## config.mk

```make
export PLATFORM = sky130hd
export DESIGN_NAME = sram_bus_arbiter
export DESIGN_NICKNAME = d
export VERILOG_FILES = /design/src/rtl/sram_bus_arbiter.sv
export SDC_FILE = /design/constraint.sdc
export NUM_CORES = 1
export LEC_CHECK = 0
export ABC_CLOCK_PERIOD_IN_PS = 2360
export CORE_AREA = 2 2 124 126
export CTS_CLUSTER_SIZE = 30
export DETAILED_ROUTE_END_ITERATION = 16
export DIE_AREA = 0 0 126 128
export PLACE_DENSITY = 0.69
export REMOVE_ABC_BUFFERS = 1
export SETUP_SLACK_MARGIN = 0.4
export SLEW_MARGIN = 40
export SYNTH_ARGS = -nofsm -noshare
export SYNTH_HDL_FRONTEND = slang
export SYNTH_SLANG_ARGS = --single-unit
```

## constraint.sdc

```tcl
create_clock -name clk -period 2.36 [get_ports clk]
set_input_delay 0.236 -clock clk [delete_from_list [all_inputs] [get_ports clk]]
set_output_delay 0.236 -clock clk [all_outputs]
set_load 0.1 [all_outputs]
```

## src/rtl/sram_bus_arbiter.sv

```systemverilog
// Shares one SRAM-like bus between the fetch and data ports.
// Single outstanding transaction; cancelled fetches drain silently.
module sram_bus_arbiter #(
    parameter int ADDR_W = 32,
    parameter int DATA_W = 32
) (
    input  logic              clk,
    input  logic              resetn,
    input  logic              flush,

    input  logic              inst_sram_req,
    input  logic              inst_sram_wr,
    input  logic [1:0]        inst_sram_size,
    input  logic [3:0]        inst_sram_wstrb,
    input  logic [ADDR_W-1:0] inst_sram_addr,
    input  logic [DATA_W-1:0] inst_sram_wdata,
    output logic              inst_sram_addr_ok,
    output logic              inst_sram_data_ok,
    output logic [DATA_W-1:0] inst_sram_rdata,

    input  logic              data_sram_req,
    input  logic              data_sram_wr,
    input  logic [1:0]        data_sram_size,
    input  logic [3:0]        data_sram_wstrb,
    input  logic [ADDR_W-1:0] data_sram_addr,
    input  logic [DATA_W-1:0] data_sram_wdata,
    output logic              data_sram_addr_ok,
    output logic              data_sram_data_ok,
    output logic [DATA_W-1:0] data_sram_rdata,

    output logic              mem_req,
    output logic              mem_wr,
    output logic [1:0]        mem_size,
    output logic [3:0]        mem_wstrb,
    output logic [ADDR_W-1:0] mem_addr,
    output logic [DATA_W-1:0] mem_wdata,
    input  logic              mem_addr_ok,
    input  logic              mem_data_ok,
    input  logic [DATA_W-1:0] mem_rdata
);

    typedef enum logic [1:0] {
        IDLE = 2'd0,
        ADDR = 2'd1,
        RESP = 2'd2
    } state_t;

    state_t            state;
    state_t            state_n;
    logic              owner;
    logic              owner_n;
    logic              last_grant;
    logic              last_grant_n;
    logic              cancel;
    logic              cancel_n;
    logic              grant_inst;
    logic              grant_data;
    logic              resp_done;

    logic              lat_wr;
    logic [1:0]        lat_size;
    logic [3:0]        lat_wstrb;
    logic [ADDR_W-1:0] lat_addr;
    logic [DATA_W-1:0] lat_wdata;

    // Gated by resetn so no grant pulse leaks out while held in reset
    always_comb begin
        grant_inst = 1'b0;
        grant_data = 1'b0;
        if (state == IDLE && resetn) begin
            if (inst_sram_req && data_sram_req) begin
                grant_inst = last_grant;
                grant_data = !last_grant;
            end else begin
                grant_inst = inst_sram_req;
                grant_data = data_sram_req;
            end
        end
    end

    always_comb begin
        state_n      = state;
        owner_n      = owner;
        last_grant_n = last_grant;
        cancel_n     = cancel;
        unique case (state)
            IDLE: begin
                if (grant_inst || grant_data) begin
                    state_n      = ADDR;
                    owner_n      = grant_data;
                    last_grant_n = grant_data;
                    cancel_n     = 1'b0;
                end
            end
            ADDR: begin
                if (flush && !owner) cancel_n = 1'b1;
                if (mem_addr_ok) state_n = RESP;
            end
            RESP: begin
                if (flush && !owner) cancel_n = 1'b1;
                if (mem_data_ok) begin
                    state_n  = IDLE;
                    cancel_n = 1'b0;
                end
            end
            default: state_n = IDLE;
        endcase
    end

    always_ff @(posedge clk or negedge resetn) begin
        if (!resetn) begin
            state      <= IDLE;
            owner      <= 1'b0;
            last_grant <= 1'b1;
            cancel     <= 1'b0;
        end else begin
            state      <= state_n;
            owner      <= owner_n;
            last_grant <= last_grant_n;
            cancel     <= cancel_n;
        end
    end

    always_ff @(posedge clk or negedge resetn) begin
        if (!resetn) begin
            lat_wr    <= 1'b0;
            lat_size  <= 2'd0;
            lat_wstrb <= 4'd0;
            lat_addr  <= '0;
            lat_wdata <= '0;
        end else if (grant_inst) begin
            lat_wr    <= inst_sram_wr;
            lat_size  <= inst_sram_size;
            lat_wstrb <= inst_sram_wstrb;
            lat_addr  <= inst_sram_addr;
            lat_wdata <= inst_sram_wdata;
        end else if (grant_data) begin
            lat_wr    <= data_sram_wr;
            lat_size  <= data_sram_size;
            lat_wstrb <= data_sram_wstrb;
            lat_addr  <= data_sram_addr;
            lat_wdata <= data_sram_wdata;
        end
    end

    assign resp_done = (state == RESP) && mem_data_ok;

    assign inst_sram_addr_ok = grant_inst;
    assign data_sram_addr_ok = grant_data;
    // Same-cycle flush also kills the fetch response
    assign inst_sram_data_ok = resp_done && !owner && !cancel && !flush;
    assign data_sram_data_ok = resp_done && owner;
    assign inst_sram_rdata   = mem_rdata;
    assign data_sram_rdata   = mem_rdata;

    assign mem_req   = (state == ADDR);
    assign mem_wr    = lat_wr;
    assign mem_size  = lat_size;
    assign mem_wstrb = lat_wstrb;
    assign mem_addr  = lat_addr;
    assign mem_wdata = lat_wdata;

endmodule

```

; ---- Word level (Yosys, flattened, before mapping)
; Cells that the tools add are included.
; Widths: inputs -> output; s select.
[word_totals]
register_bits = 76
in_bits = 181
output_inout_bits = 140
wordCells = 55
[classes]
eq_ne = 5
n_mux = 22
reduce_logical = 19
[op_table]
columns = operator, n
row1 = $mux 32, 4
row2 = $mux 2, 5
row3 = $mux 1, 9
row4 = $logic_and 1x1->1, 8
row5 = $mux 4, 2
row6 = $pmux 2 s3, 1
row7 = $logic_not 1->1, 4
row8 = $ne 2x1->1 const B, 2
row9 = $reduce_and 2->1, 2
row10 = $pmux 1 s3, 1
row11 = $reduce_and 3->1, 1
row12 = $reduce_bool 3->1, 1
row13 = $eq 2x1->1 const B, 1
row14 = $eq 2x2->1 const B, 1
row15 = $logic_not 2->1, 1
row16 = $ne 2x2->1 const B, 1
row17 = $reduce_bool 2->1, 1
row18 = $logic_or 1x1->1, 1

; ---- Longest topological paths before layout
; Gate-level depths: netlist of run 1.
[logic_depth]
depth_word = 6
ltp_mapped = 7
mapped_depth_nobuf = 5

; ---- Worst setup path after synthesis of run 1
; Ideal clock, no wire load.
[synth_timing]
path_kind = register to output
start = register state[0]
end = output port inst_sram_data_ok
arrival_ns = 3.532
required_ns = 2.124
slack_ns = -1.408
stages_incl_launch_ff = 5
n_path_buf = 0
cell_sequence = dfrtp_1 -> inv_1 -> ha_1 -> nand2_1 -> nor4_1
[synth_via]
elab_chain_len = 5
[synth_rtl]
columns = item, line_no
row1 = start: declaration, 48  ; state_t state;
row2 = start signal: assignment, 117  ; state <= state_n;
row3 = $eq 2x2->1, 146  ; assign resp_done = (state == RESP) && mem_data_ok;
row4 = $logic_and 1x1->1, 146
row5 = $logic_and 1x1->1 (3 in series), 151  ; assign inst_sram_data_ok = resp_done && !owner && !cancel && !flush;
row6 = end: declaration, 18  ; output logic inst_sram_data_ok,
; No other way between the ends.

; ---- Worst setup path after layout of run 1
[layout_timing]
start = register state[0]
end = output port data_sram_addr_ok
[layout_via]
elab_chain_len = 3
[layout_rtl]
columns = item, line_no
row1 = $logic_not 2->1, 70  ; if (state == IDLE && resetn) begin
row2 = $logic_and 1x1->1, 70
row3 = $mux 1, 70
row4 = end: declaration, 27  ; output logic data_sram_addr_ok,
; No other way between the ends.

==> metrics.md, run 1 <==
| Metric | Value |
|---|---|
| Final hold vios | 0 |
| Via count | 3,612 |
| Most numerous cell in the Yosys netlist | dfrtp_1 |
| 1st-pass router iterations | 4 |
| VDD IR max | 0.882 mV |
| Net Switching | 6.23 mW |
| Avg Inst Size Synth | 11.3 µm² |
| Syn-to-layout area delta | 58.9% |
| Hold crit path type | in -> out |
| DRC Markers | 0 |
| Logic pwr share | 63.9% |
| Grt total ovfl | 0 |
| Yosys reg bits | 76 |
| Clock buffer depth | 2 |
| Die Height | 128 µm |
| Worst flop-to-flop path startpoint | state[0] |
| GRT Util Overall | 18.4% |
| H-Tree Depth | 3 |
| TritonCTS clock tree | yes |
| Routability Congestion | 0.803 |
| Die ar. | 16,100 µm² |
| Post-synth EDFFs | 0 |
| First-pass GRT wire length | 22,300 µm |
| Layout cells sized above 1 | 24.0% |
| Pleak | 2.99 nW |
| Minimum clock period | 1.88 ns |
| Sw Share | 56.4% |
| Final Skew | 0.0118 ns |
| Hold Crit Start | mem_rdata[7] |
| Final net count | 688 |
| Vias/cell | 5.21 |
| Port bufs | 224 |
| Final setup viols | 0 |
| Mapped Cells | 344 |
| Max-slew headroom | 65.7% |
| Mapped cell area | 3900 µm² |
| Clock root buffer | clkbuf_16 |
| Top-area cell type share of the netlist area | 48.1% |
| Async S/R FF share, synth | 100% |
| Required @ worst endpoint | 2.12 ns |
| Core footprint | 14,900 µm² |
| Iter 0 DRT Violations | 140 |
| Total Wirelength | 15,400 µm |
| Vias in the first global route | 3,650 |
| Yosys top cell by area | dfrtp_1 |
| Clock slew at reported path FFs | 0.06 ns |
| Multi-input logic area | 1400 µm² |
| CP Launch Type | flip-flop |
| Initial antenna violation count | 1 |
| Tcrit/Tclk final | 79.6% |
| CP arrival | 1.64 ns |
| CP Cell Sequence | inv_2, ha_4, and4_4, buf_12, buf_12 |
| Max-cap violations | 0 |
| Hold slack final | 0.473 ns |
| ANT cells | 0 |
| Synth unique cells | 22 |
| Filler cells | 1,424 |
| Slew @ Worst Pin | 0.515 ns |
| Max-slew violation count | 0 |
| Part of the power in registers | 21.1% |
| Initial Util | 26.2% |
| Fmax | 0.532 GHz |
| CP max FO | 13 |
| Row cnt | 45 |
| Yosys warns | 0 |
| Clock Latency Late Sink | 0.33 ns |
| Wire per inst | 22.2 µm |
| Num CTS Buffers | 9 |
| Synth top cells by count | dfrtp_1 (75), and3_1 (73), a221o_1 (71) |
| Register Area | 1900 µm² |
| Final ANT Viol Nets | 0 |
| Hold depth | 0 |
| CTS sink cnt | 76 |
| Util after Layout | 41.7% |
| Status | complete, no violations |
| Hold worst-path end | inst_sram_rdata[7] |
| Worst path most repeated cell | buf_12 |
| RSZ-0062 raised after global routing | no |
| CP max-delay cell | dfrtp_2 |
| Largest net degree at the start of global routing | 42 |
| Clock share of power | 15.0% |
| Dpl hpwl | 11,600 µm |
| Prevailing post-synth register cell | dfrtp_1 |
| I/O pin cnt | 321 |
| DIE WIDTH | 126 µm |
| Reg-to-reg setup timing slack | 0.58 ns |
| Pwr Density | 1780 nW/µm² |
| Synth area leaders | dfrtp_1 (48%), a221o_1 (18%), buf_4 (13%) |
| CP Capture Type | output port |
| Crit Path Class | reg -> out |
| Post-synthesis sequential area ratio | 48.8% |
| R2r endpoint | cancel |
| Reg2Reg Depth | 6 |
| CP max stage delay | 0.44 ns |
| P_int | 4.81 mW |
per-stage QoR:
stage	cell area, µm²	std cells	worst slack (ns)	total power, mW	TNS (ns)
6_report	6200	693	0.482	11.0	0
5_1_grt	6200	693	0.412	11.5	0
4_1_cts	6140	688	0.433	11.1	0
3_5_place_dp	5720	671	0.373	9.31	0
3_3_place_gp	5720	671	0.534	9.21	0
2_1_floorplan	3290	248	-1.46	7.52	-78.08
worst max-delay path, delay by kind of cell, from the launching register on:
kind	cells	cell delay, ns
fa+ha+maj	1	0.17
buf+inv	3	0.44
flops	1	0.44
simple gates	1	0.26
registers in the layout, summed over array words and instances, names as in the netlist:
signal / flops
cancel: 1
last_grant: 1
mem_addr: 32
mem_size: 2
mem_wdata: 32
mem_wr: 1
mem_wstrb: 4
owner: 1
state: 2
layout by cell type, fill, tap and decap left out, types with 2 or more instances in the layout:
| master | Yosys | routed |
|---|---|---|
| inv_1 | 5 | 2 |
| ha_1 | 6 | 5 |
| buf_4 | 65 | 87 |
| a221o_1 | 71 | 71 |
| clkdlybuf4s50_1 | 0 | 147 |
| and3_1 | 73 | 72 |
| bufinv_16 | 0 | 4 |
| buf_12 | 0 | 5 |
| nand2_1 | 3 | 3 |
| mux2_2 | 2 | 2 |
| inv_2 | 0 | 3 |
| clkbuf_16 | 0 | 9 |
| a21o_1 | 2 | 2 |
| dfrtp_1 | 75 | 74 |
power by group through the flow:
stage / clock network (mW) / logic (mW) / registers [mW]
2_1_floorplan: 0 / 1.18 / 6.34
3_3_place_gp: 0 / 6.90 / 2.30
3_5_place_dp: 0 / 7.00 / 2.31
4_1_cts: 1.71 / 7.05 / 2.32
5_1_grt: 1.77 / 7.28 / 2.41
6_report: 1.66 / 7.05 / 2.33
area by class of cell:
cell class / count / share of cell area [%]
repair buffers: 242 / 36.8
clock buffers: 10 / 3.69
flip-flops and latches: 76 / 30.7
well taps: 188 / 3.80
multi-input cells: 167 / 22.6
inverters: 5 / 0.303
clock inverters: 5 / 2.02
logic make-up after synthesis:
family / Yosys count / synth area share, %
AOI/OAI and AO/OA: 79 / 19.8
adders and majority gates: 6 / 1.92
buffers and inverters: 101 / 16.2
DFF: 76 / 48.8
muxes: 2 / 0.577
and+or+nand+nor: 80 / 12.7
how the worst max path moves through the flow:
stage	startpoint	endpoint	slack, ns	depth (start not counted)
2_1_floorplan	inst_sram_req	state[0]	-1.46	3
3_3_place_gp	inst_sram_req	mem_wdata[8]	0.53	5
3_5_place_dp	state[1]	cancel	0.37	6
4_1_cts	last_grant	inst_sram_addr_ok	0.43	5
5_1_grt	state[0]	inst_sram_addr_ok	0.41	6
6_report	state[0]	data_sram_addr_ok	0.48	5
metal layers:
| layer | track usage (%) | share of wire, % |
|---|---|---|
| met1 | 23.0 | 42 |
| met2 | 25.9 | 42 |
| met5 | 4.95 | 0.59 |
| met4 | 3.56 | 0.77 |
| met3 | 12.4 | 14 |
timing repair:
item / 4_1_cts / 5_1_grt
gates resized for setup: 7 / 5
endpoints found under the setup margin: 4 / 4
gates cloned: 1 / 0
buffers inserted: 0 / 5
hold buffers: 1 / 0
hold endpoints to repair: 27 / 0
Note: power is estimated with default switching activity, not from simulation.
==> run 2: changes to the inputs <==
- ABC_CLOCK_PERIOD_IN_PS: 2360 -> 1700
- PLACE_DENSITY: 0.69 -> 0.71
- clock period: 2.36 -> 1.7 ns (I/O delays scaled with it)
==> run 2 against run 1 <==
  * The run now ends with setup timing left
  * Critical path depth is 1 higher
  * Routed wire length is 27% higher
  * Combinational power is 70% higher
  * Via count is 11% higher
  * Die area stayed put
  * Clock power is 27% higher
  * First-iteration DRC count is 64% higher
  * Hold slack worse by 0.47 ns
  * Clock-buffer cell count stayed put
  * Global-route usage is 4.9 points higher
  * Register-to-register slack worse by 0.64 ns
  * Flip-flop and latch count stayed put
==> metrics.md, run 2 (same netlist as run 1, synthesis figures left out) <==
| Metric | Value |
|---|---|
| Final Worst Setup Slack | -0.0608 ns (was 0.482 ns) |
| Slew @ Worst Pin | 0.711 ns (was 0.515 ns) |
| R2r endpoint | mem_wdata[30] (was cancel) |
| Commonest non-fill, non-tap cell in the layout | clkdlybuf4s50_1 (unchanged) |
| RSZ-0062 raised after global routing | yes (was no) |
| Wire per inst | 26.2 µm (was 22.2 µm) |
| Hold crit path type | in -> async (was in -> out) |
| CP max-delay cell | dfrtp_1 (was dfrtp_2) |
| Required @ worst endpoint | 1.53 ns (was 2.12 ns) |
| Port bufs | 224 (unchanged) |
| Final net count | 741 (was 688) |
| Failing checks | setup timing |
| Syn-to-layout area delta | 98.7% (was 58.9%) |
| Crit path capture | inst_sram_data_ok (was data_sram_addr_ok) |
| CP Capture Type | output port (unchanged) |
| GRT Util Overall | 23.3% (was 18.4%) |
| Max-cap violations | 0 (unchanged) |
| Max-slew violation count | 0 (unchanged) |
| CP max FO | 3 (was 13) |
| Vias/cell | 5.34 (was 5.21) |
| Grt total ovfl | 0 (unchanged) |
| Iter 0 DRT Violations | 230 (was 140) |
| Routability Congestion | 0.859 (was 0.803) |
| Final hold vios | 0 (unchanged) |
| Num CTS Buffers | 9 (unchanged) |
| Final ANT Viol Nets | 0 (unchanged) |
| Clock root buffer | clkbuf_16 (unchanged) |
| Max-slew headroom | 52.6% (was 65.7%) |
| 1st-pass router iterations | 5 (was 4) |
| CP Launch Type | flip-flop (unchanged) |
| Status | complete, but fails checks (was complete, no violations) |
| GRT met3 Usage | 14.0% (was 12.4%) |
| Worst flop-to-flop path startpoint | state[1] (was state[0]) |
| Pleak | 3.47 nW (was 2.99 nW) |
| ANT cells | 0 (unchanged) |
| Die Height | 128 µm (unchanged) |
| Filler cells | 1,255 (was 1,424) |
| Vias in the first global route | 4,224 (was 3,650) |
| CP arrival | 1.59 ns (was 1.64 ns) |
| Largest net degree at the start of global routing | 75 (was 42) |
| H-Tree Depth | 3 (unchanged) |
| Initial Util | 26.2% (unchanged) |
| Tcrit/Tclk final | 104% |
| Reg-to-reg setup timing slack | -0.06 ns (was 0.58 ns) |
| Layout cells sized above 1 | 41.1% (was 24.0%) |
| Dpl hpwl | 11,600 µm (about the same) |
| Die ar. | 16,100 µm² (unchanged) |
| Via count | 3,992 (was 3,612) |
| Critical path origin | state[0] (unchanged) |
| TritonCTS clock tree | yes (unchanged) |
| GRT met2 Usage | 34.0% (was 25.9%) |
| Clock buffer depth | 2 (unchanged) |
| Minimum clock period | 1.76 ns |
| First-pass GRT wire length | 27,300 µm (was 22,300 µm) |
| DRC Markers | 0 (unchanged) |
| Crit Path Class | reg -> out (unchanged) |
| I/O pin cnt | 321 (unchanged) |
| Most frequent cells in the layout | clkdlybuf4s50_1 (147), buf_4 (78), dfrtp_1 (75) (was clkdlybuf4s50_1 (147), buf_4 (87), dfrtp_1 (74)) |
| DIE WIDTH | 126 µm (unchanged) |
| Core footprint | 14,900 µm² (unchanged) |
| Clock Latency Late Sink | 0.35 ns (was 0.33 ns) |
| Final setup viols | 54 (was 0) |
| VDD IR max | 1.67 mV (was 0.882 mV) |
| Met1 usage | 28.4% (was 23.0%) |
| Total Wirelength | 19,600 µm (was 15,400 µm) |
| Pwr Density | 2250 nW/µm² (was 1780 nW/µm²) |
| Row cnt | 45 (unchanged) |
| Final Skew | 0.00791 ns (was 0.0118 ns) |
| Most Crowded Layer GR | met2 (unchanged) |
| CTS sink cnt | 76 (unchanged) |
| CP Cell Sequence | inv_2, ha_2, nand2_1, nor4_2, buf_4, buf_12 (was inv_2, ha_4, and4_4, buf_12, buf_12) |
| Fmax | 0.568 GHz |
| Hold slack final | 0.00420 ns (was 0.473 ns) |
| Clock slew at reported path FFs | 0.06 ns (about the same) |
| Total negative slack | -1.01 ns (was 0 ns) |
| Initial antenna violation count | 0 (was 1) |
| CP max stage delay | 0.39 ns (was 0.44 ns) |
| Reg2Reg Depth | 8 (was 6) |
-- run 2: per-layer routing --
metal | vias up | wire [µm]
met2 | 298 | 8670
met1 | 1970 | 7960
met5 | - | 0
li1 | 1697 | -
met4 | 0 | 286
met3 | 27 | 2670
-- run 2: worst min path at each step --
stage / startpoint / endpoint / slack (ns) / cells past startpoint
floorplan: resetn / cancel / -0.13 / 0
global placement: resetn / owner / -0.03 / 1
detailed placement: resetn / owner / -0.02 / 1
CTS: resetn / mem_wr / 0.02 / 2
global route: resetn / mem_wr / 0.06 / 2
finish: resetn / mem_wr / 0.004 / 2
-- run 2: critical path, delay by kind of cell, from the launching register on --
kind          cells  cell delay [ns]
fa+ha+maj         1             0.19
buf+inv           3             0.43
flops             1             0.39
simple gates      2             0.23
-- run 2: through the flow --
stage	cell area (µm²)	setup WS, ns	power [mW]	util [%]	std cells
3_5_place_dp	5990	-0.0898	13.5	40.3	677
2_1_floorplan	3290	-2.06	10.4	-	248
3_3_place_gp	5990	0.0210	13.4	40.3	677
5_1_grt	7750	-0.115	18.0	52.1	747
6_report	7750	-0.0608	17.4	52.1	747
4_1_cts	7490	-0.0593	17.2	50.4	738
-- run 2: area by class of cell --
class	count	area (µm²)	share of cell area, %
clock inverters	6	87.6	1.13
inverters	5	21.3	0.274
multi-input cells	167	1710	22.1
flip-flops and latches	76	1900	24.6
clock buffers	10	239	3.08
well taps	188	235	3.04
repair buffers	295	3550	45.8
-- run 2: report_power, final --
part	internal [mW]	switching, mW
sequential	2.66	0.642
clock	1.32	0.787
combinational	4.04	7.96
total	8.03	9.39
-- run 2: timing repair --
item / CTS / global route
pin swaps: 61 / 39
endpoints found under the setup margin: 81 / 81
hold buffers: 1 / 0
gates resized for setup: 93 / 26
gates cloned: 22 / 4
buffers inserted: 22 / 5
hold endpoints to repair: 2 / 0
==> run 3: changes to the inputs <==
==> constraint.sdc (replaced) <==
create_clock -name clk -period 1.7 [get_ports clk]
set_input_delay 0.34 -clock clk [delete_from_list [all_inputs] [get_ports clk]]
set_output_delay 0.34 -clock clk [all_outputs]
set_load 0.1 [all_outputs]
==> run 3 against run 2 <==
  * The flow still finishes with violations (setup timing)
  * Power grew 5.8%
  * Hold slack gained 0.17 ns
  * Clock-buffer cell count grew 4
  * Die area is the same
  * Clock power shrank 17%
  * Global-route usage shrank 1.5 points
  * Flip-flop and latch count is the same
  * Core utilization shrank 0.40 points
  * Maximum frequency shrank 5.7%
  * Clock skew shrank 0.00066 ns
  * Setup slack lost 0.11 ns
  * Largest power group unchanged
==> metrics.md, run 3 (same netlist as run 1, synthesis figures left out) <==
| Metric | Value |
|---|---|
| CP arrival | 1.53 ns (was 1.59 ns) |
| Initial antenna violation count | 1 (was 0) |
| Minimum clock period | 1.87 ns (was 1.76 ns) |
| Final Worst Setup Slack | -0.167 ns (was -0.0608 ns) |
| H-Tree Depth | 3 (unchanged) |
| Wire per inst | 24.3 µm (was 26.2 µm) |
| DIE WIDTH | 126 µm (unchanged) |
| First-pass GRT wire length | 25,800 µm (was 27,300 µm) |
| Status | complete, but fails checks (unchanged) |
| Tcrit/Tclk final | 110% (was 104%) |
| Largest net degree at the start of global routing | 75 (unchanged) |
| Fmax | 0.536 GHz (was 0.568 GHz) |
| Util after Layout | 51.7% (was 52.1%) |
| I/O pin cnt | 321 (unchanged) |
| Die Height | 128 µm (unchanged) |
| TritonCTS clock tree | yes (unchanged) |
| Final setup viols | 66 (was 54) |
| Top layer in use | met4 (unchanged) |
| Num CTS Buffers | 9 (unchanged) |
| GRT Util Overall | 21.8% (was 23.3%) |
| CP Launch Type | flip-flop (unchanged) |
| Dpl cell area | 6710 µm² (was 5990 µm²) |
| CP Cell Sequence | buf_6, ha_4, buf_4, and3_4, buf_12 (was inv_2, ha_2, nand2_1, nor4_2, buf_4, buf_12) |
| CP max FO | 3 (unchanged) |
| Via count | 3,894 (was 3,992) |
| Met3 WL post-DR | 2740 µm (was 2670 µm) |
| Die ar. | 16,100 µm² (unchanged) |
| Clock Latency Late Sink | 0.34 ns (was 0.35 ns) |
| Max-slew headroom | 53.5% (was 52.6%) |
| Core footprint | 14,900 µm² (unchanged) |
| Syn-to-layout area delta | 97.2% (was 98.7%) |
| Filler cells | 1,265 (was 1,255) |
| VDD IR max | 1.69 mV (was 1.67 mV) |
| Clock buffer depth | 2 (unchanged) |
| Port bufs | 224 (unchanged) |
| Failing checks | setup timing (unchanged) |
| Max-cap violations | 0 (unchanged) |
| Vias in the first global route | 4,084 (was 4,224) |
| RSZ-0062 raised after global routing | yes (unchanged) |
| Required @ worst endpoint | 1.36 ns (was 1.53 ns) |
| Slew @ Worst Pin | 0.698 ns (was 0.711 ns) |
| ANT cells | 0 (unchanged) |
| Metal2 WL | 7850 µm (was 8670 µm) |
| Hold crit path type | in -> async (unchanged) |
| Clock slew at reported path FFs | 0.06 ns (about the same) |
| Iter 0 DRT Violations | 230 (unchanged) |
| Vias/cell | 5.26 (was 5.34) |
| Pleak | 3.56 nW (was 3.47 nW) |
| CP max-delay cell | dfrtp_1 (unchanged) |
| Most frequent cells in the layout | clkdlybuf4s50_1 (147), buf_12 (82), dfrtp_1 (75) (was clkdlybuf4s50_1 (147), buf_4 (78), dfrtp_1 (75)) |
| Grt total ovfl | 0 (unchanged) |
| Total Wirelength | 18,000 µm (was 19,600 µm) |
| CP Capture Type | output port (unchanged) |
| Routability Congestion | 0.812 (was 0.859) |
| Initial Util | 26.2% (unchanged) |
| Final net count | 734 (was 741) |
| Final Skew | 0.00724 ns (was 0.00791 ns) |
| Final ANT Viol Nets | 0 (unchanged) |
| Pwr Density | 2400 nW/µm² (was 2250 nW/µm²) |
| Met1 WL | 6970 µm (was 7960 µm) |
| Fin area | 7690 µm² (was 7750 µm²) |
| Commonest non-fill, non-tap cell in the layout | clkdlybuf4s50_1 (unchanged) |
| Row cnt | 45 (unchanged) |
| DRC Markers | 0 (unchanged) |
| Max-slew violation count | 0 (unchanged) |
| Layout cells sized above 1 | 31.5% (was 41.1%) |
| Cell Count Post-Placement | 676 (was 677) |
| CTS sink cnt | 76 (unchanged) |
| Crit Path Class | reg -> out (unchanged) |
| Layout Cells excl Fill | 740 (was 747) |
| Clock root buffer | clkbuf_16 (unchanged) |
| Final hold vios | 0 (unchanged) |
| 1st-pass router iterations | 5 (unchanged) |
| Dpl hpwl | 11,800 µm (was 11,600 µm) |
| CP max stage delay | 0.42 ns (was 0.39 ns) |
## run 3: path summary, 6_finish.rpt
check,from,endpoint,slack [ns],cells after the start
min in group clk,last_grant,last_grant,0.52,1
hold reg to reg,last_grant,last_grant,0.52,1
hold / removal,resetn,mem_wdata[1],0.17,2
setup / recovery,state[1],data_sram_data_ok,-0.17,5
max in group asynchronous,resetn,mem_wdata[11],1.05,2
setup reg to reg,state[1],mem_wdata[28],-0.15,7
## run 3: through the flow
step | hold slack [ns] | setup WS [ns] | total power [mW] | setup TNS (ns)
after global routing | 0.228 | -0.250 | 19.0 | -11.59
after global placement | 0.141 | -0.170 | 15.3 | -11.89
after CTS | 0.186 | -0.168 | 18.1 | -4.37
final | 0.174 | -0.167 | 18.4 | -5.92
after detailed placement | 0.145 | -0.192 | 15.5 | -12.50
after floorplan | 0.0444 | -2.23 | 10.4 | -138.32
## run 3: area by class of cell
| cell class | count | area [µm²] | area share [%] |
|---|---|---|---|
| Timing Repair Buffer | 288 | 3780 | 49.1 |
| Sequential cell | 76 | 1900 | 24.7 |
| Multi-Input combinational cell | 167 | 1490 | 19.4 |
| Clock buffer | 14 | 254 | 3.30 |
| Tap cell | 188 | 235 | 3.06 |
| Inverter | 5 | 18.8 | 0.244 |
| Clock inverter | 2 | 10.0 | 0.130 |
## run 3: power breakdown
group          switching [mW]  internal [mW]
registers               0.975           2.67
clock network           0.719           1.03
logic                    7.75           5.28
total                    9.45           8.98
## run 3: what timing repair did
item	in CTS	in global routing
hold buffers	1	0
endpoints found under the setup margin	90	123
buffers inserted	15	23
pin swaps	5	3
cloned	9	0
gates resized for setup	39	1
endpoints found under the hold margin	2	0
## run 3: critical path, delay by kind of cell (launching register included)
kind	cells	cell delay (ns)
buf+inv	3	0.44
flops	1	0.42
fa+ha+maj	1	0.15
simple gates	1	0.18
## run 3: per-layer routing
layer	global-route usage [%]	vias to the layer above
li1	-	1669
met1	25.8	1920
met2	31.5	273
met3	13.8	32
met4	8.08	0
met5	4.64	-
